===== src/rtl/v_reg_reader_pkg.sv =====
// Shared types and width helpers for the vector register read-side sequencer.
package v_pkg;

  typedef enum logic [1:0] {
    IDLE = 2'd0,
    RUN  = 2'd1,
    DONE = 2'd2
  } state_e;

  localparam int unsigned v_vlen_lp  = 8;
  localparam int unsigned v_vdw_lp   = 32;
  localparam int unsigned v_lanes_lp = 4;

  function automatic int unsigned safe_clog2(input int unsigned x);
    return (x > 1) ? $clog2(x) : 1;
  endfunction

  localparam int unsigned v_addr_width_lp     = safe_clog2(v_vlen_lp);
  localparam int unsigned v_len_width_lp      = safe_clog2(v_vlen_lp + 1);
  localparam int unsigned v_lane_cnt_width_lp = safe_clog2(v_lanes_lp + 1);

  typedef struct packed {
    logic [v_lanes_lp-1:0][v_vdw_lp-1:0] data;
    logic [v_lane_cnt_width_lp-1:0]      lanes;
  } row_s;

endpackage


===== src/rtl/v_reg_reader_row_buffer.sv =====
// Two-entry row FIFO; the head row is drained one lane at a time via lane_q.
module v_row_buffer
  import v_pkg::*;
#(
  parameter int unsigned lanes_p      = 4,
  parameter int unsigned vdw_p        = 32,
  parameter int unsigned lcnt_width_p = 3
) (
  input  logic                       clk_i,
  input  logic                       reset_i,
  input  logic                       enq_i,
  input  logic [lanes_p*vdw_p-1:0]   enq_data_i,
  input  logic [lcnt_width_p-1:0]    enq_lanes_i,
  input  logic                       deq_i,
  output logic                       v_o,
  output logic                       ready_o,
  output logic [vdw_p-1:0]           data_o
);

  localparam int unsigned lane_idx_w_lp = safe_clog2(lanes_p);

  logic [1:0][lanes_p*vdw_p-1:0] mem_q, mem_d;
  logic [1:0][lcnt_width_p-1:0]  lanes_q, lanes_d;
  logic                          wr_ptr_q, wr_ptr_d;
  logic                          rd_ptr_q, rd_ptr_d;
  logic [1:0]                    count_q, count_d;
  logic [lane_idx_w_lp-1:0]      lane_q, lane_d;
  logic                          pop;

  always_comb begin
    mem_d    = mem_q;
    lanes_d  = lanes_q;
    wr_ptr_d = wr_ptr_q;
    rd_ptr_d = rd_ptr_q;
    lane_d   = lane_q;
    count_d  = count_q;

    pop     = deq_i && ((lcnt_width_p'(lane_q) + lcnt_width_p'(1)) == lanes_q[rd_ptr_q]);
    v_o     = (count_q != 2'd0);
    // A slot freed by this cycle's final-lane drain may be refilled in the same cycle.
    ready_o = (count_q != 2'd2) || pop;
    data_o  = mem_q[rd_ptr_q][lane_q*vdw_p +: vdw_p];

    if (enq_i) begin
      mem_d[wr_ptr_q]   = enq_data_i;
      lanes_d[wr_ptr_q] = enq_lanes_i;
      wr_ptr_d          = ~wr_ptr_q;
    end

    if (deq_i) begin
      if (pop) begin
        lane_d   = '0;
        rd_ptr_d = ~rd_ptr_q;
      end else begin
        lane_d = lane_q + lane_idx_w_lp'(1);
      end
    end

    case ({enq_i, pop})
      2'b10:   count_d = count_q + 2'd1;
      2'b01:   count_d = count_q - 2'd1;
      default: count_d = count_q;
    endcase
  end

  always_ff @(posedge clk_i) begin
    if (reset_i) begin
      mem_q    <= '0;
      lanes_q  <= '0;
      wr_ptr_q <= 1'b0;
      rd_ptr_q <= 1'b0;
      count_q  <= '0;
      lane_q   <= '0;
    end else begin
      mem_q    <= mem_d;
      lanes_q  <= lanes_d;
      wr_ptr_q <= wr_ptr_d;
      rd_ptr_q <= rd_ptr_d;
      count_q  <= count_d;
      lane_q   <= lane_d;
    end
  end

endmodule


===== src/rtl/v_reg_reader.sv =====
// Drains a vector from the banked register file, one row per fetch, one element per transfer.
// Optional stall counter output enabled by defining V_REG_READER_STALL_CNT_EN.
module v_reg_reader
  import v_pkg::*;
#(
  parameter int unsigned vlen_p  = v_vlen_lp,
  parameter int unsigned vdw_p   = v_vdw_lp,
  parameter int unsigned lanes_p = v_lanes_lp,
  localparam int unsigned addr_width_lp = safe_clog2(vlen_p),
  localparam int unsigned len_width_lp  = safe_clog2(vlen_p + 1),
  localparam int unsigned rows_lp       = vlen_p / lanes_p
) (
  input  logic                             clk_i,
  input  logic                             reset_i,
  input  logic                             start_v_i,
  output logic                             start_ready_o,
  input  logic [len_width_lp-1:0]          len_i,
  output logic [lanes_p*addr_width_lp-1:0] r_addr_o,
  input  logic [lanes_p*vdw_p-1:0]         r_data_i,
  output logic [vdw_p-1:0]                 data_o,
  output logic                             v_o,
  input  logic                             ready_i,
  output logic                             last_o,
  output logic                             busy_o
`ifdef V_REG_READER_STALL_CNT_EN
  ,
  output logic [31:0]                      stall_cnt_o
`endif
);

  localparam int unsigned row_width_lp  = safe_clog2(rows_lp + 1);
  localparam int unsigned lcnt_width_lp = safe_clog2(lanes_p + 1);

  state_e                           state_q, state_d;
  logic [len_width_lp-1:0]          len_q, len_d;
  logic [len_width_lp-1:0]          elem_q, elem_d;
  logic [row_width_lp-1:0]          rows_q, rows_d;
  logic [row_width_lp-1:0]          fetch_q, fetch_d;
  logic [lanes_p*addr_width_lp-1:0] addr_q, addr_d;
  logic [lanes_p*addr_width_lp-1:0] row_addr;
  logic [len_width_lp:0]            rows_full;
  logic [len_width_lp-1:0]          rem;
  logic [lcnt_width_lp-1:0]         fetch_lanes;
  logic                             fetch, xfer;
  logic                             buf_v, buf_ready;
  logic [vdw_p-1:0]                 buf_data;

  always_comb begin
    state_d = state_q;
    len_d   = len_q;
    elem_d  = elem_q;
    rows_d  = rows_q;
    fetch_d = fetch_q;

    start_ready_o = (state_q == IDLE);
    busy_o        = (state_q != IDLE);
    v_o           = (state_q == RUN) && buf_v;
    xfer          = v_o && ready_i;
    last_o        = v_o && (elem_q == (len_q - len_width_lp'(1)));
    data_o        = v_o ? buf_data : '0;

    fetch = (state_q == RUN) && (fetch_q < rows_q) && buf_ready;

    row_addr = '0;
    for (int unsigned i = 0; i < lanes_p; i++) begin
      row_addr[i*addr_width_lp +: addr_width_lp] =
        addr_width_lp'(fetch_q) * addr_width_lp'(lanes_p) + addr_width_lp'(i);
    end
    addr_d   = fetch ? row_addr : addr_q;
    r_addr_o = addr_d;

    // Only the final row of a length that is not a lane multiple is partial.
    rem = len_q % len_width_lp'(lanes_p);
    if ((fetch_q == (rows_q - row_width_lp'(1))) && (rem != '0)) begin
      fetch_lanes = lcnt_width_lp'(rem);
    end else begin
      fetch_lanes = lcnt_width_lp'(lanes_p);
    end

    rows_full = ((len_width_lp+1)'(len_i) + (len_width_lp+1)'(lanes_p - 1)) /
                (len_width_lp+1)'(lanes_p);

    case (state_q)
      IDLE: begin
        if (start_v_i) begin
          len_d   = len_i;
          elem_d  = '0;
          fetch_d = '0;
          rows_d  = row_width_lp'(rows_full);
          state_d = (len_i == '0) ? DONE : RUN;
        end
      end
      RUN: begin
        if (fetch) begin
          fetch_d = fetch_q + row_width_lp'(1);
        end
        if (xfer) begin
          elem_d = elem_q + len_width_lp'(1);
          if (last_o) begin
            state_d = DONE;
          end
        end
      end
      DONE:    state_d = IDLE;
      default: state_d = IDLE;
    endcase
  end

  always_ff @(posedge clk_i) begin
    if (reset_i) begin
      state_q <= IDLE;
      len_q   <= '0;
      elem_q  <= '0;
      rows_q  <= '0;
      fetch_q <= '0;
      addr_q  <= '0;
    end else begin
      state_q <= state_d;
      len_q   <= len_d;
      elem_q  <= elem_d;
      rows_q  <= rows_d;
      fetch_q <= fetch_d;
      addr_q  <= addr_d;
    end
  end

  v_row_buffer #(
    .lanes_p      (lanes_p),
    .vdw_p        (vdw_p),
    .lcnt_width_p (lcnt_width_lp)
  ) u_row_buffer (
    .clk_i       (clk_i),
    .reset_i     (reset_i),
    .enq_i       (fetch),
    .enq_data_i  (r_data_i),
    .enq_lanes_i (fetch_lanes),
    .deq_i       (xfer),
    .v_o         (buf_v),
    .ready_o     (buf_ready),
    .data_o      (buf_data)
  );

`ifdef V_REG_READER_STALL_CNT_EN
  logic [31:0] stall_q, stall_d;

  always_comb begin
    stall_d = stall_q;
    if (start_v_i && start_ready_o) begin
      stall_d = '0;
    end else if (v_o && !ready_i && (stall_q != '1)) begin
      stall_d = stall_q + 32'd1;
    end
  end

  always_ff @(posedge clk_i) begin
    if (reset_i) begin
      stall_q <= '0;
    end else begin
      stall_q <= stall_d;
    end
  end

  assign stall_cnt_o = stall_q;
`endif

  len_in_range_a: assert property (@(posedge clk_i) disable iff (reset_i)
    (start_v_i && start_ready_o) |-> (len_i <= len_width_lp'(vlen_p)));

endmodule


===== config.mk =====
export PLATFORM = sky130hd
export DESIGN_NAME = v_reg_reader
export DESIGN_NICKNAME = d
export VERILOG_FILES = /design/src/rtl/v_reg_reader_pkg.sv /design/src/rtl/v_reg_reader_row_buffer.sv /design/src/rtl/v_reg_reader.sv
export SDC_FILE = /design/constraint.sdc
export NUM_CORES = 1
export LEC_CHECK = 0
export CAP_MARGIN = 25
export CORE_ASPECT_RATIO = 0.5
export CORE_MARGIN = 5
export CORE_UTILIZATION = 40
export CTS_CLUSTER_SIZE = 20
export DETAILED_ROUTE_END_ITERATION = 10
export GPL_ROUTABILITY_DRIVEN = 0
export SKIP_CTS_REPAIR_TIMING = 1
export SLEW_MARGIN = 10
export SYNTH_ARGS = -nofsm -noshare
export SYNTH_HDL_FRONTEND = slang
export SYNTH_SLANG_ARGS = --single-unit

===== constraint.sdc =====
create_clock -name clk_i -period 2.7 [get_ports clk_i]
set_clock_uncertainty 0.15 [all_clocks]
set_input_delay 0.675 -clock clk_i [delete_from_list [all_inputs] [get_ports clk_i]]
set_output_delay 0.675 -clock clk_i [all_outputs]
set_load 0.1 [all_outputs]

After elaboration in Yosys (flattened, before gate mapping)
Cells that the tools add are included.
W data, S select, Z words.
{"block": "word_totals", "register_bits": 294, "in_bits": 136, "output_inout_bits": 48, "word_cells": 91}
{"block": "op_classes", "add_sub_neg": 12, "n_lt_le_gt_ge": 4, "eq_ne": 11, "shifts": 1, "mux": 26, "bitwise_logic": 2, "reduce_logical": 21}
{"cell": "$mux W128", "count": 3}
{"cell": "$bwmux W256", "count": 1}
{"cell": "$demux W128 S1", "count": 1}
{"cell": "$shiftx A128 B8 Y32", "count": 1}
{"cell": "$mux W32", "count": 1}
{"cell": "$mux W2", "count": 7}
{"cell": "$mux W12", "count": 1}
{"cell": "$mux W3", "count": 4}
{"cell": "$pmux W2 S2", "count": 3}
{"cell": "$reduce_and A3 Y1", "count": 3}
{"cell": "$logic_and A1 B1 Y1", "count": 8}
{"cell": "$mux W4", "count": 2}
{"cell": "$pmux W4 S2", "count": 1}
{"cell": "$reduce_bool A2 Y1", "count": 4}
{"cell": "$add A2 B1 Y2 const B", "count": 3}
{"cell": "$add A3 B2 Y3 const B", "count": 2}
{"cell": "$bwmux W6", "count": 1}
{"cell": "$ne A2 B2 Y1 const B", "count": 3}
{"cell": "$add A4 B1 Y4 const B", "count": 1}
{"cell": "$add A4 B2 Y4 const B", "count": 1}
{"cell": "$eq A2 B1 Y1 const B", "count": 2}
{"cell": "$eq A4 B4 Y1", "count": 1}
{"cell": "$logic_not A4 Y1", "count": 1}
{"cell": "$lt A1 B2 Y1 const B", "count": 2}
{"cell": "other kinds (16)", "count": 20}

Depth between registers and ports, before layout
{"block": "depth", "depth_word": 8, "depth_mapped": 10, "mapped_depth_nobuf": 7}

Cells and area by module
Synthesis repeated with hierarchy kept, for this count alone.
{"block": "hier_totals", "cells_unflattened": 1468, "hier_area_um2": 12721.0}
{"module": "v_row_buffer", "n_inst": 1, "cells_per_inst": 1293, "area_per_inst_um2": 11263.3, "seq_area_each_um2": 5365.1}
{"module": "v_reg_reader", "n_inst": 1, "cells_per_inst": 175, "area_per_inst_um2": 1457.6, "seq_area_each_um2": 520.5}

Least setup slack after synthesis
Ideal clock, no wire load.
{"block": "synth_path", "path_type": "reg2out", "startpoint": "register u_row_buffer.lane_q[0]", "endpoint": "output port data_o[26]", "arrival_time_ns": 2.938, "t_required_ns": 1.875, "path_slack_ns": -1.063, "stages_incl_launch_ff": 7, "path_buffers": 3, "path_cell_list": "dfxtp_1 -> clkbuf_1 -> buf_2 -> buf_1 -> mux4_2 -> mux2i_1 -> nor2_1"}
{"block": "synth_between", "elab_chain_cells": 2}
{"element": "from (decl)", "line": "v_reg_reader_row_buffer.sv:27", "source": "logic [lane_idx_w_lp-1:0] lane_q, lane_d;"}
{"element": "from (signal assigned)", "line": "v_reg_reader_row_buffer.sv:80", "source": "lane_q <= lane_d;"}
{"element": "$shiftx A128 B8 Y32", "line": "v_reg_reader_row_buffer.sv:42", "source": "data_o = mem_q[rd_ptr_q][lane_q*vdw_p +: vdw_p];"}
{"element": "$mux W32", "line": "v_reg_reader.sv:60", "source": "data_o = v_o ? buf_data : '0;"}
{"element": "to (decl)", "line": "v_reg_reader.sv:20", "source": "output logic [vdw_p-1:0] data_o,"}
Every way passes these cells.

Worst setup path in the final report
{"block": "layout_path", "startpoint": "register u_row_buffer.rd_ptr_q", "endpoint": "output port r_addr_o[5]"}
{"block": "layout_between", "elab_chain_cells": 7}
{"element": "from (decl)", "line": "v_reg_reader_row_buffer.sv:25", "source": "logic rd_ptr_q, rd_ptr_d;"}
{"element": "from (signal assigned)", "line": "v_reg_reader_row_buffer.sv:78", "source": "rd_ptr_q <= rd_ptr_d;"}
{"element": "$mux W3 (not written as such) (2 in series)", "line": "v_reg_reader_row_buffer.sv:38", "source": "pop = deq_i && ((lcnt_width_p'(lane_q) + lcnt_width_p'(1)) == lanes_q[rd_ptr_q]);"}
{"element": "$eq A3 B3 Y1", "line": "v_reg_reader_row_buffer.sv:38"}
{"element": "$logic_and A1 B1 Y1", "line": "v_reg_reader_row_buffer.sv:38"}
{"element": "$logic_or A1 B1 Y1", "line": "v_reg_reader_row_buffer.sv:41", "source": "ready_o = (count_q != 2'd2) || pop;"}
{"element": "$logic_and A1 B1 Y1", "line": "v_reg_reader.sv:62", "source": "fetch = (state_q == RUN) && (fetch_q < rows_q) && buf_ready;"}
{"element": "$mux W12", "line": "v_reg_reader.sv:69", "source": "addr_d = fetch ? row_addr : addr_q;"}
{"element": "to (decl)", "line": "v_reg_reader.sv:18", "source": "output logic [lanes_p*addr_width_lp-1:0] r_addr_o,"}
Every way passes these cells. The select of a mux whose other input is x is not followed.

==> impl_metrics.env <==
export IMPL_dpl_cell_area_sq_mm=0.0178
export IMPL_vdd_ir_drop_worst_uv=431
export IMPL_cts_made_buffers=29
export IMPL_drtIter0Drc=545
export IMPL_cpLargestDelayFamily="buffers and inverters"
export IMPL_start_util=0.410
export IMPL_critPathKind="register to output port"
export IMPL_multi_input_area_sq_mm=0.00873
export IMPL_htree_levels=1
export IMPL_die_height_um=144
export IMPL_grt_max_degree=82
export IMPL_maxCapViolCount=0
export IMPL_cp_arrival_ns=2.46
export IMPL_yosys_top_cells_count="390 x nand2b_1, 296 x mux2i_1, 294 x dfxtp_1, 67 x clkbuf_1, 64 x mux4_2"
export IMPL_syn_area_sq_mm=0.0143
export IMPL_grt_use_total=0.176
export IMPL_wl_per_cell_um=19.3
export IMPL_ys_seq_area_frac=0.413
export IMPL_vias=10344
export IMPL_final_area_sq_mm=0.0200
export IMPL_grt_util_met3=0.0297
export IMPL_fillers=2930
export IMPL_area_growth_pct=40.1
export IMPL_synth_top_family_by_area="multiplexers"
export IMPL_core_area_sq_mm=0.0348
export IMPL_rows=48
export IMPL_slowest_delay_ns=0.40
export IMPL_cpMaxStageDelayCell="dfxtp_4"
export IMPL_async_flop_share=0
export IMPL_pre_cts_ws_ns=-0.527
export IMPL_cp_required_ns=1.88
export IMPL_setup_tns_final_ns=-35.12
export IMPL_ys_warn_count=0
export IMPL_grt_ovfl_total=0
export IMPL_synth_top_area_frac=0.413
export IMPL_path_clk_slew_ns=0.07
export IMPL_synth_mux_area_frac=0.311
export IMPL_boundaryPins=184
export IMPL_outcome="complete, but fails checks"
export IMPL_synth_compound_area_frac=0.0156
export IMPL_power_density_mw_per_mm2=483
export IMPL_leakage_nw=7.57
export IMPL_synth_edf_count=0
export IMPL_syn_nets=1481
export IMPL_placed_cells=1950
export IMPL_port_buffers=183
export IMPL_cts_root_buf="clkbuf_16"
export IMPL_antenna_cells=0
export IMPL_final_hold_viol_count=0
export IMPL_final_cells=2040
export IMPL_synth_adder_area_share=0.00526
export IMPL_final_setup_worst_slack_ns=-0.584
export IMPL_synth_ff_latch_count=294
export IMPL_dp_hpwl_um=25000
export IMPL_grt_pass1_vias=10901
export IMPL_start_kind="register"
export IMPL_seqCellArea_sq_mm=0.00590
export IMPL_die_area_sq_mm=0.0398
export IMPL_vias_per_cell=5.07
export IMPL_worst_slew_pin_slew_ns=0.890
export IMPL_route_detailed_drc=0
export IMPL_clockBufferDepth=3
export IMPL_antenna_found_initial=1
export IMPL_yosysTopAreaCell="dfxtp_1"
export IMPL_top_usage_layer="met2"
export IMPL_crit_chain="mux2i_4, xnor2_4, o41ai_4, buf_4, nand3_4, buf_12, nand2_4, buf_12"
export IMPL_synth_ff_type="dfxtp_1"
export IMPL_worstSetupEndpointType="output port"
export IMPL_clock_sinks=294
export IMPL_cts_tree="done"
export IMPL_drv_slew=0
export IMPL_nets=1688
export IMPL_maxSlewHeadroom=0.407
export IMPL_drive_gt1_frac=0.233
export IMPL_clock_latency_ns=0.55
export IMPL_path_max_fanout=8
export IMPL_cp_common_cell="buf_12"
export IMPL_grt_pass1_wl_um=57600
export IMPL_rsz0062_at_grt="yes"
export IMPL_synth_xor_area_share=0.00982
export IMPL_synth_most_common_cell="nand2b_1"
export IMPL_met1_usage=0.222
export IMPL_timing_fmax_mhz=304
export IMPL_setup_viol=163
export IMPL_synthTopCellsByArea="dfxtp_1 41%, mux2i_1 21%, nand2b_1 17%"
export IMPL_fin_crit_sh=1.22
export IMPL_dr_pass1_iters=5
export IMPL_wl_um=39300
export IMPL_crit_buf_inv=3
export IMPL_ys_types=39
export IMPL_violations="negative setup slack"
export IMPL_ant_nets=0
export IMPL_syn_area_per_cell_sq_um=10.7
export IMPL_yosys_area_share_simple=0.209
export IMPL_gr_usage_met2=0.324
export IMPL_min_path_type="register to register"
export IMPL_syn_inst=1339
export IMPL_dieWidth_um=277
export IMPL_finalCriticalPeriod_ns=3.28
worst reg2reg max path: cells and delay by family (launching register included):
| family | cells | cell delay (ns) |
|---|---|---|
| compound gates | 1 | 0.56 |
| xor+xnor | 1 | 0.14 |
| buf+inv | 6 | 0.90 |
| flops | 1 | 0.40 |
| mux | 2 | 0.54 |
| simple gates | 1 | 0.14 |
routing by layer:
layer | vias to the layer above | share of wire
met5 | - | 0.00018
met4 | 2 | 0.016
met3 | 49 | 0.028
met2 | 146 | 0.50
met1 | 5159 | 0.45
li1 | 4988 | -
through the flow:
stage               power, mW  utilization  hold slack, ns
global placement         5.74        0.510           0.305
detailed placement       5.77        0.510           0.314
CTS                      9.60        0.535           0.324
global route             10.0        0.574           0.338
finish                   9.65        0.574           0.322
floorplan                5.29            -           0.295
cell families after synthesis:
| logic type | after synthesis |
|---|---|
| multiplexers | 363 |
| flip-flops | 294 |
| adder cells (fa/ha/maj) | 6 |
| AND/OR/NAND/NOR | 504 |
| buffers and inverters | 118 |
| XOR/XNOR | 16 |
| AO/OA/AOI/OAI | 38 |
area by class of cell:
class / count / area share
timing repair buffer: 283 / 0.192
clock buffer: 45 / 0.0418
multi-input combinational: 927 / 0.437
tap: 475 / 0.0297
clock inverter: 5 / 0.00144
inverter: 11 / 0.00219
sequential: 294 / 0.295
path summary, 6_finish.rpt:
path                          start                endpoint  slack, ns  cells after the start
max           u_row_buffer.rd_ptr_q             r_addr_o[5]      -0.58                      8
max reg2reg   u_row_buffer.rd_ptr_q  u_row_buffer.mem_q[56]      -0.19                     11
min reg2reg  u_row_buffer.mem_q[95]  u_row_buffer.mem_q[95]       0.32                      2
min          u_row_buffer.mem_q[95]  u_row_buffer.mem_q[95]       0.32                      2
placed cells by master (no fill, tap or decap), types with 4 or more instances in the layout:
cell type,instances
clkdlybuf4s50_1,134
buf_6,8
dfxtp_1,287
mux2i_2,7
nand3_1,6
clkbuf_16,48
mux2i_1,262
mux4_2,64
o21ai_0,4
nand2b_1,390
xnor2_1,7
buf_12,64
buf_4,42
nor3_1,6
mux2i_4,27
clkbuf_1,11
clkbuf_8,6
nor3b_1,4
a21oi_1,22
buf_16,8
dfxtp_4,4
nor2_4,32
nor2_1,8
nand2_4,6
ha_1,4
clkinv_2,4
inv_1,9
xor2_1,5
nand2_1,17
buf_8,7
sequential cells by signal (all words and copies together), names as in the netlist:
register,cells
addr_q,12
u_row_buffer.lanes_q,6
u_row_buffer.wr_ptr_q,1
u_row_buffer.lane_q,2
rows_q,2
u_row_buffer.mem_q,256
u_row_buffer.rd_ptr_q,1
fetch_q,2
elem_q,4
len_q,4
u_row_buffer.count_q,2
state_q,2
power breakdown:
part | leakage [nW] | internal, mW | switching (mW)
clock | 0.426 | 2.11 | 1.70
combinational | 4.76 | 0.707 | 0.619
sequential | 2.38 | 4.45 | 0.0659
total | 7.57 | 7.27 | 2.38
(Power assumes the default switching activity.)
